`config.mk`:
```
export PLATFORM = sky130hd
export DESIGN_NAME = hazard_ctrl_n_flat
export DESIGN_NICKNAME = d
export VERILOG_FILES = /design/src/rtl/hazard_ctrl_n_pkg.sv /design/src/rtl/hazard_ctrl_n_if.sv /design/src/rtl/hazard_fwd_sel.sv /design/src/rtl/hazard_ctrl_n.sv /design/src/flat_wrapper.sv
export SDC_FILE = /design/constraint.sdc
export NUM_CORES = 1
export LEC_CHECK = 0
export BUFFER_PORTS_ARGS = -buffer_cell sky130_fd_sc_hd__buf_4
export CORE_UTILIZATION = 50
export CTS_CLUSTER_DIAMETER = 50
export CTS_CLUSTER_SIZE = 14
export DETAILED_ROUTE_END_ITERATION = 8
export PLACE_DENSITY = 0.95
export SLEW_MARGIN = 20
export SYNTH_ARGS = -nofsm -noshare
export SYNTH_HDL_FRONTEND = slang
export SYNTH_SLANG_ARGS = --single-unit
```
`constraint.sdc`:
```
create_clock -name clk -period 5.05 [get_ports clk]
set_input_delay 0.2525 -clock clk [delete_from_list [all_inputs] [get_ports clk]]
set_output_delay 0.2525 -clock clk [all_outputs]
set_load 0.01 [all_outputs]
```
`src/rtl/hazard_ctrl_n_pkg.sv`:
```
// Shared pipeline definitions for the hazard controller: address width,
// forward-select encodings, sequencer states and small compare helpers.
package hazard_ctrl_n_pkg;

  localparam int unsigned REG_ADDR_W = 5;
  localparam int unsigned MD_CNT_W   = 8;

  localparam int unsigned FW_RF      = 0;
  localparam int unsigned FW_W       = 1;
  localparam int unsigned FW_M_BASE  = 2;

  typedef enum logic [1:0] {
    MD_IDLE = 2'd0,
    MD_BUSY = 2'd1,
    MD_DONE = 2'd2
  } md_state_e;

  // A producing stage matches a source when it writes the same register.
  function automatic logic reg_hit(input logic [REG_ADDR_W-1:0] rs,
                                   input logic [REG_ADDR_W-1:0] rd,
                                   input logic                  we);
    return we && (rd == rs);
  endfunction

  // A non-zero destination read by either Decode source.
  function automatic logic src_hit(input logic [REG_ADDR_W-1:0] rd,
                                   input logic [REG_ADDR_W-1:0] rs1,
                                   input logic [REG_ADDR_W-1:0] rs2);
    return (rd != '0) && ((rd == rs1) || (rd == rs2));
  endfunction

endpackage

```
`src/rtl/hazard_ctrl_n_if.sv`:
```
// Datapath <-> hazard controller bundle: pipeline register fields in,
// stall / flush / forward-select lines out.
interface hazard_ctrl_n_if #(
  parameter int unsigned NUM_MEM = 2,
  parameter int unsigned FW_W    = $clog2(NUM_MEM + 2)
);

  localparam int unsigned AW = hazard_ctrl_n_pkg::REG_ADDR_W;

  logic [AW-1:0]         Rs1_D;
  logic [AW-1:0]         Rs2_D;
  logic [AW-1:0]         Rs1_E;
  logic [AW-1:0]         Rs2_E;
  logic [AW-1:0]         Rd_E;
  logic                  Load_E;
  logic                  MulDiv_E;
  logic [AW*NUM_MEM-1:0] Rd_M;
  logic [NUM_MEM-1:0]    RegWrite_M;
  logic [NUM_MEM-1:0]    Load_M;
  logic [AW-1:0]         Rd_W;
  logic                  RegWrite_W;
  logic [1:0]            PC_Src_E;

  logic                  Stall_F;
  logic                  Stall_D;
  logic                  Stall_E;
  logic                  Flush_D;
  logic                  Flush_E;
  logic                  Flush_M;
  logic [FW_W-1:0]       ForwardA_E;
  logic [FW_W-1:0]       ForwardB_E;
  logic                  MD_Busy;
  logic                  MD_Done;

  modport master (
    output Rs1_D, Rs2_D, Rs1_E, Rs2_E, Rd_E, Load_E, MulDiv_E,
           Rd_M, RegWrite_M, Load_M, Rd_W, RegWrite_W, PC_Src_E,
    input  Stall_F, Stall_D, Stall_E, Flush_D, Flush_E, Flush_M,
           ForwardA_E, ForwardB_E, MD_Busy, MD_Done
  );

  modport slave (
    input  Rs1_D, Rs2_D, Rs1_E, Rs2_E, Rd_E, Load_E, MulDiv_E,
           Rd_M, RegWrite_M, Load_M, Rd_W, RegWrite_W, PC_Src_E,
    output Stall_F, Stall_D, Stall_E, Flush_D, Flush_E, Flush_M,
           ForwardA_E, ForwardB_E, MD_Busy, MD_Done
  );

endinterface

```
`src/rtl/hazard_fwd_sel.sv`:
```
// Forward-select for one Execute operand: youngest producing stage wins,
// M1 first through M[NUM_MEM], then Writeback, else the register file.
module hazard_fwd_sel
  import hazard_ctrl_n_pkg::*;
#(
  parameter int unsigned NUM_MEM = 2,
  parameter int unsigned SEL_W   = 2
) (
  input  logic [REG_ADDR_W-1:0]         rs,
  input  logic [REG_ADDR_W*NUM_MEM-1:0] rd_m,
  input  logic [NUM_MEM-1:0]            reg_write_m,
  input  logic [REG_ADDR_W-1:0]         rd_w,
  input  logic                          reg_write_w,
  output logic [SEL_W-1:0]              sel_c
);

  logic [NUM_MEM-1:0] hit;

  for (genvar k = 0; k < NUM_MEM; k++) begin : g_stage
    assign hit[k] = reg_hit(rs, rd_m[REG_ADDR_W*k +: REG_ADDR_W], reg_write_m[k]);
  end

  // Scan oldest to youngest so the youngest match is the last one written.
  always_comb begin
    sel_c = reg_hit(rs, rd_w, reg_write_w) ? SEL_W'(FW_W) : SEL_W'(FW_RF);
    for (int k = int'(NUM_MEM) - 1; k >= 0; k--) begin
      if (hit[k]) sel_c = SEL_W'(FW_M_BASE + 32'(k));
    end
    if (rs == '0) sel_c = SEL_W'(FW_RF);
  end

endmodule

```
`src/rtl/hazard_ctrl_n.sv`:
```
// Pipeline hazard controller: operand forwarding, load-use stalls, redirect
// flushes and the multi-cycle MUL/DIV stall sequencer.
module hazard_ctrl_n #(
  parameter int unsigned NUM_MEM = 2,
  parameter int unsigned MD_LAT  = 8,
  parameter int unsigned FW_W    = $clog2(NUM_MEM + 2)
) (
  input logic         clk,
  input logic         reset,
  hazard_ctrl_n_if.slave hz
);

  import hazard_ctrl_n_pkg::*;

  localparam int unsigned AW = REG_ADDR_W;

  md_state_e             state;
  logic [MD_CNT_W-1:0]   cnt;
  logic                  busy;
  logic                  done;

  logic                  lu_e_c;
  logic [NUM_MEM-1:0]    lu_m_c;
  logic                  lu_c;
  logic                  br_c;
  logic                  md_stall_c;
  logic                  unused_load_last;

  // The last M stage delivers load data, so it never causes a load-use stall.
  assign unused_load_last = hz.Load_M[NUM_MEM-1];

  assign lu_e_c = hz.Load_E && src_hit(hz.Rd_E, hz.Rs1_D, hz.Rs2_D);

  always_comb begin
    lu_m_c = '0;
    for (int k = 0; k < int'(NUM_MEM) - 1; k++) begin
      lu_m_c[k] = hz.Load_M[k] && src_hit(hz.Rd_M[AW*k +: AW], hz.Rs1_D, hz.Rs2_D);
    end
  end

  assign lu_c       = lu_e_c || (|lu_m_c);
  assign br_c       = |hz.PC_Src_E;
  assign md_stall_c = ((state == MD_IDLE) && hz.MulDiv_E) || (state == MD_BUSY);

  // MUL/DIV sequencer; the first occupancy cycle is spent in IDLE, so BUSY
  // covers the remaining MD_LAT-1 cycles and leaves as the counter reaches 0.
  always_ff @(posedge clk) begin
    if (!reset) begin
      state <= MD_IDLE;
      cnt   <= '0;
      busy  <= 1'b0;
      done  <= 1'b0;
    end else begin
      case (state)
        MD_IDLE: begin
          if (hz.MulDiv_E && !br_c) begin
            if (MD_LAT <= 1) begin
              state <= MD_DONE;
              done  <= 1'b1;
            end else begin
              state <= MD_BUSY;
              cnt   <= MD_CNT_W'(MD_LAT - 1);
              busy  <= 1'b1;
            end
          end
        end
        MD_BUSY: begin
          if (cnt <= MD_CNT_W'(1)) begin
            state <= MD_DONE;
            cnt   <= '0;
            busy  <= 1'b0;
            done  <= 1'b1;
          end else begin
            cnt <= cnt - MD_CNT_W'(1);
          end
        end
        MD_DONE: begin
          state <= MD_IDLE;
          done  <= 1'b0;
        end
        default: begin
          state <= MD_IDLE;
          cnt   <= '0;
          busy  <= 1'b0;
          done  <= 1'b0;
        end
      endcase
    end
  end

  assign hz.Stall_F = lu_c || md_stall_c;
  assign hz.Stall_D = lu_c || md_stall_c;
  assign hz.Stall_E = md_stall_c;
  assign hz.Flush_M = md_stall_c;
  assign hz.Flush_D = br_c && !md_stall_c;
  assign hz.Flush_E = (lu_c || br_c) && !md_stall_c;
  assign hz.MD_Busy = busy;
  assign hz.MD_Done = done;

  hazard_fwd_sel #(
    .NUM_MEM (NUM_MEM),
    .SEL_W   (FW_W)
  ) u_fwd_a (
    .rs          (hz.Rs1_E),
    .rd_m        (hz.Rd_M),
    .reg_write_m (hz.RegWrite_M),
    .rd_w        (hz.Rd_W),
    .reg_write_w (hz.RegWrite_W),
    .sel_c       (hz.ForwardA_E)
  );

  hazard_fwd_sel #(
    .NUM_MEM (NUM_MEM),
    .SEL_W   (FW_W)
  ) u_fwd_b (
    .rs          (hz.Rs2_E),
    .rd_m        (hz.Rd_M),
    .reg_write_m (hz.RegWrite_M),
    .rd_w        (hz.Rd_W),
    .reg_write_w (hz.RegWrite_W),
    .sel_c       (hz.ForwardB_E)
  );

endmodule

```
`src/flat_wrapper.sv`:
```
// flat-port wrapper written by rule: the top's interface ports become plain ports
module hazard_ctrl_n_flat import hazard_ctrl_n_pkg::*;
#(
  parameter int unsigned NUM_MEM = 2,
  parameter int unsigned MD_LAT  = 8,
  parameter int unsigned FW_W    = $clog2(NUM_MEM + 2)
)
  (clk, reset, hz_Rs1_D, hz_Rs2_D, hz_Rs1_E, hz_Rs2_E, hz_Rd_E, hz_Load_E, hz_MulDiv_E, hz_Rd_M, hz_RegWrite_M, hz_Load_M, hz_Rd_W, hz_RegWrite_W, hz_PC_Src_E, hz_Stall_F, hz_Stall_D, hz_Stall_E, hz_Flush_D, hz_Flush_E, hz_Flush_M, hz_ForwardA_E, hz_ForwardB_E, hz_MD_Busy, hz_MD_Done);
  hazard_ctrl_n_if #(.NUM_MEM(NUM_MEM), .FW_W(FW_W)) hz_i ();
  input logic clk;
  input logic reset;
  input wire logic [$bits(hz_i.Rs1_D)-1:0] hz_Rs1_D;
  input wire logic [$bits(hz_i.Rs2_D)-1:0] hz_Rs2_D;
  input wire logic [$bits(hz_i.Rs1_E)-1:0] hz_Rs1_E;
  input wire logic [$bits(hz_i.Rs2_E)-1:0] hz_Rs2_E;
  input wire logic [$bits(hz_i.Rd_E)-1:0] hz_Rd_E;
  input wire logic [$bits(hz_i.Load_E)-1:0] hz_Load_E;
  input wire logic [$bits(hz_i.MulDiv_E)-1:0] hz_MulDiv_E;
  input wire logic [$bits(hz_i.Rd_M)-1:0] hz_Rd_M;
  input wire logic [$bits(hz_i.RegWrite_M)-1:0] hz_RegWrite_M;
  input wire logic [$bits(hz_i.Load_M)-1:0] hz_Load_M;
  input wire logic [$bits(hz_i.Rd_W)-1:0] hz_Rd_W;
  input wire logic [$bits(hz_i.RegWrite_W)-1:0] hz_RegWrite_W;
  input wire logic [$bits(hz_i.PC_Src_E)-1:0] hz_PC_Src_E;
  output wire logic [$bits(hz_i.Stall_F)-1:0] hz_Stall_F;
  output wire logic [$bits(hz_i.Stall_D)-1:0] hz_Stall_D;
  output wire logic [$bits(hz_i.Stall_E)-1:0] hz_Stall_E;
  output wire logic [$bits(hz_i.Flush_D)-1:0] hz_Flush_D;
  output wire logic [$bits(hz_i.Flush_E)-1:0] hz_Flush_E;
  output wire logic [$bits(hz_i.Flush_M)-1:0] hz_Flush_M;
  output wire logic [$bits(hz_i.ForwardA_E)-1:0] hz_ForwardA_E;
  output wire logic [$bits(hz_i.ForwardB_E)-1:0] hz_ForwardB_E;
  output wire logic [$bits(hz_i.MD_Busy)-1:0] hz_MD_Busy;
  output wire logic [$bits(hz_i.MD_Done)-1:0] hz_MD_Done;
  assign hz_i.Rs1_D = hz_Rs1_D;
  assign hz_i.Rs2_D = hz_Rs2_D;
  assign hz_i.Rs1_E = hz_Rs1_E;
  assign hz_i.Rs2_E = hz_Rs2_E;
  assign hz_i.Rd_E = hz_Rd_E;
  assign hz_i.Load_E = hz_Load_E;
  assign hz_i.MulDiv_E = hz_MulDiv_E;
  assign hz_i.Rd_M = hz_Rd_M;
  assign hz_i.RegWrite_M = hz_RegWrite_M;
  assign hz_i.Load_M = hz_Load_M;
  assign hz_i.Rd_W = hz_Rd_W;
  assign hz_i.RegWrite_W = hz_RegWrite_W;
  assign hz_i.PC_Src_E = hz_PC_Src_E;
  assign hz_Stall_F = hz_i.Stall_F;
  assign hz_Stall_D = hz_i.Stall_D;
  assign hz_Stall_E = hz_i.Stall_E;
  assign hz_Flush_D = hz_i.Flush_D;
  assign hz_Flush_E = hz_i.Flush_E;
  assign hz_Flush_M = hz_i.Flush_M;
  assign hz_ForwardA_E = hz_i.ForwardA_E;
  assign hz_ForwardB_E = hz_i.ForwardB_E;
  assign hz_MD_Busy = hz_i.MD_Busy;
  assign hz_MD_Done = hz_i.MD_Done;
  hazard_ctrl_n #(.NUM_MEM(NUM_MEM), .MD_LAT(MD_LAT), .FW_W(FW_W)) u_core (.clk(clk), .reset(reset), .hz(hz_i));
endmodule
```
==> summary.txt <==
Final layout
  • Layout cells sized above 1: between 30% and 40%
  • Final Instance Count excl. Fillers: around 250
  • ANT cells: 0
  • Area delta synth->final: 37.5%
  • Final net count: 276

Global route
  • Vias in the first global route: 1280
  • GRT met3 Usage: 2.59%
  • Largest net degree at the start of global routing: 12
  • GR Util met1: between 20 and 30%
  • GR Util met2: 54.6%
  • Initial antenna violation count: 0
  • Global-route wire length before repair: between 5000 and 6000 um
  • Top Usage Layer GRT: met2
  • Gr ovfl total: 0
  • GRT Util Overall: 26.7%

Pwr
  • PwrDens: 186 mW/mm^2
  • Pleak: 0.000838 uW
  • Peak VDD IR: 199 uV
  • Overall power: 336 uW

Placement
  • Cells after DPL: 248
  • IO buf count: 61
  • Hpwl dp: between 2000 and 3000 um
  • Worst slack at placement: 3.15 ns
  • GP Congestion: 0.868

STA
  • RSZ-0062 raised after global routing: false
  • Tcrit/Tclk final: 37.8%
  • Final setup fails: 0
  • Final Slew Violations: 0
  • Post-layout min period: roughly 1.9 ns
  • Setup ws final: between 3 and 4 ns
  • Max Clock Skew: 0.00362 ns
  • Fmax: 523 MHz
  • Final setup TNS: 0 ns
  • Least-Margin Pin Slew: 0.407 ns
  • Slew headroom: roughly 73%
  • Final hold viol count: 0

Critical path
  • Worst r2r src: u_core.cnt[3]
  • Worst path max stage delay: about 0.6 ns
  • Critical path type: reg -> reg
  • Crit path top cell by count: nor2_1
  • Setup crit end kind: register
  • CP max stage cell: or4_4
  • CP Buf/Inv Count: 0
  • Crit. Startpoint: u_core.cnt[3]
  • Max Fanout on Critical Path: 6
  • Worst endpoint required time: 5.21 ns
  • Family with the most delay on the worst path: simple AND/OR/NAND/NOR gates
  • Startpoint types: register
  • CP Cell Sequence: or4_4 > o41ai_4 > nor2_1 > o21ai_1 > nor2_1
  • Worst path depth: 5
  • R2R cell count: 5
  • Critical path data arrival time: 2.07 ns

Yosys
  • Asr flop ratio synth: 0%
  • Yosys Warn Count: 0
  • Netlist Area Pre-Place: about 0.0013 mm^2
  • Post-synthesis instance total: 165
  • Post-synthesis sequential area ratio: 18.3%
  • Dominant synthesized flop cell: dfxtp_1
  • Unique cell type count in the Yosys netlist: 32
  • Post-synthesis average cell area: 7.97 um^2
  • Flops & latches, synth: 12
  • Synthesized Nets: 218
  • Post-synth EDFFs: 0

Drt
  • DR iter-0 viols: 31
  • Wire per inst: 14.5 um
  • Post-DRT Antenna Nets: 0
  • DRC: 0
  • Routed WL: 3670 um
  • Via Count: 1367
  • First drt pass iteration count: 4
  • Via density: 5.42

Clock network
  • Hold Buf Count CTS: 0
  • Clk Tree Root Cell: clkbuf_4
  • Num CTS Buffers: 3
  • CTS Buffer Depth: 2
  • CTS H-tree lvls: 1
  • TritonCTS clock tree: built
  • Worst skew pair latency: 0.28 ns
  • Post-CTS sizing: 0
  • Clk slew on worst S/H paths: about 0.080 ns
  • Postcts setup bufs: 0
  • Sink Count: 12

Run status
  • Outcome: complete, no violations

Floorplan
  • Starting density of the core: 53.1%
  • Die Y: between 50 and 60 um
  • Cell row count: 18
  • Die area: 0.00284 mm^2
  • Core area: approximately 0.0025 mm^2
  • Die X: 53.3 um
  • Io pins: between 60 and 70

Min path
  • Hold_sp: reset
  • Hold path depth: 2
  • Worst min-delay path category: in -> reg

Job
  • Max_cap viols: 0
## flip-flops by register name, summed over array words and instances, names as in the netlist
name               cells
u_core.cnt             8
u_core.hz.MD_Busy      1
u_core.hz.MD_Done      1
u_core.state           2
## where the power goes
part | leakage (uW) | switching [uW] | internal [uW]
clock | 0.0000210 | 32.8 | 43.9
combinational | 0.000719 | 72.9 | 74.5
sequential | 0.0000977 | 10.1 | 102
total | 0.000838 | 116 | 220
## layout make-up
cell class / count / area [um^2]
Multi-Input combinational cell: 142 / 1020
Fill cell: 195 / 669
Timing Repair Buffer: 61 / 458
Sequential cell: 12 / 240
Tap cell: 30 / 37.5
Clock buffer: 4 / 36.3
Inverter: 3 / 11.3
## worst paths after layout
check                       to  slack, ns
max              u_core.cnt[5]       3.14
min              u_core.cnt[0]       0.24
max reg2reg      u_core.cnt[5]       3.14
min reg2reg  u_core.hz.MD_Done       0.49
## worst register-to-register path, stage by stage (launching register included)
cell and delay, ns:
dfxtp_1 0.36, or4_4 0.60, o41ai_4 0.39, nor2_1 0.13, o21ai_1 0.25, nor2_1 0.08
## cell usage after synthesis (2+ instances only)
cell type / count / area [um^2]
xor2_1: 45 / 394
nor2_1: 24 / 90.1
dfxtp_1: 12 / 240
nor3_1: 9 / 45.0
xnor2_1: 8 / 70.1
nor4_1: 7 / 43.8
o21ai_0: 6 / 30.0
or4_1: 6 / 45.0
a21oi_1: 5 / 25.0
and3_1: 5 / 31.3
a31oi_1: 4 / 25.0
clkbuf_1: 4 / 15.0
inv_1: 3 / 11.3
a22oi_1: 2 / 15.0
a32o_1: 2 / 20.0
buf_4: 2 / 15.0
ha_1: 2 / 25.0
nand2_1: 2 / 7.51
nand2b_1: 2 / 12.5
o21ai_1: 2 / 10.0
o41ai_4: 2 / 55.1
## metal layers
layer	wire length (um)	part of all wire, %
met4	40	1.1
met5	0	0
met1	1470	40
met2	1950	53
met3	211	5.8
## cells in the final DEF (no fill, tap or decap), types with 2 or more instances in the layout
cell,synthesis,layout
a21oi_1,5,5
a22oi_1,2,2
a31oi_1,4,4
a32o_1,2,2
and3_1,5,5
buf_4,2,61
clkbuf_4,0,3
dfxtp_1,12,12
ha_1,2,2
inv_1,3,3
nand2_1,2,2
nand2b_1,2,2
nor2_1,24,24
nor3_1,9,9
nor4_1,7,7
o21ai_0,6,6
o21ai_1,2,2
o41ai_4,2,2
or4_1,6,6
xnor2_1,8,8
xor2_1,45,45
## logic make-up (layout without fill, tap and decap cells)
group,Yosys count,after routing,share of synthesized area [%]
simple gates,59,59,24.0
xor+xnor,53,53,35.3
compound gates,27,27,16.0
flops,12,12,18.3
buf+inv,11,68,3.80
fa+ha+maj,2,2,1.90
mux,1,1,0.761
## metrics by stage
stage                     hold WS (ns)  util, %  area [um^2]
after CTS                        0.237     73.0         1810
after detailed placement         0.462     71.5         1770
after global placement           0.457     71.5         1770
after floorplan                  0.370        -         1320
final                            0.244     73.0         1810
after global routing             0.244     73.0         1810
Power figures use the tool's default switching activity.
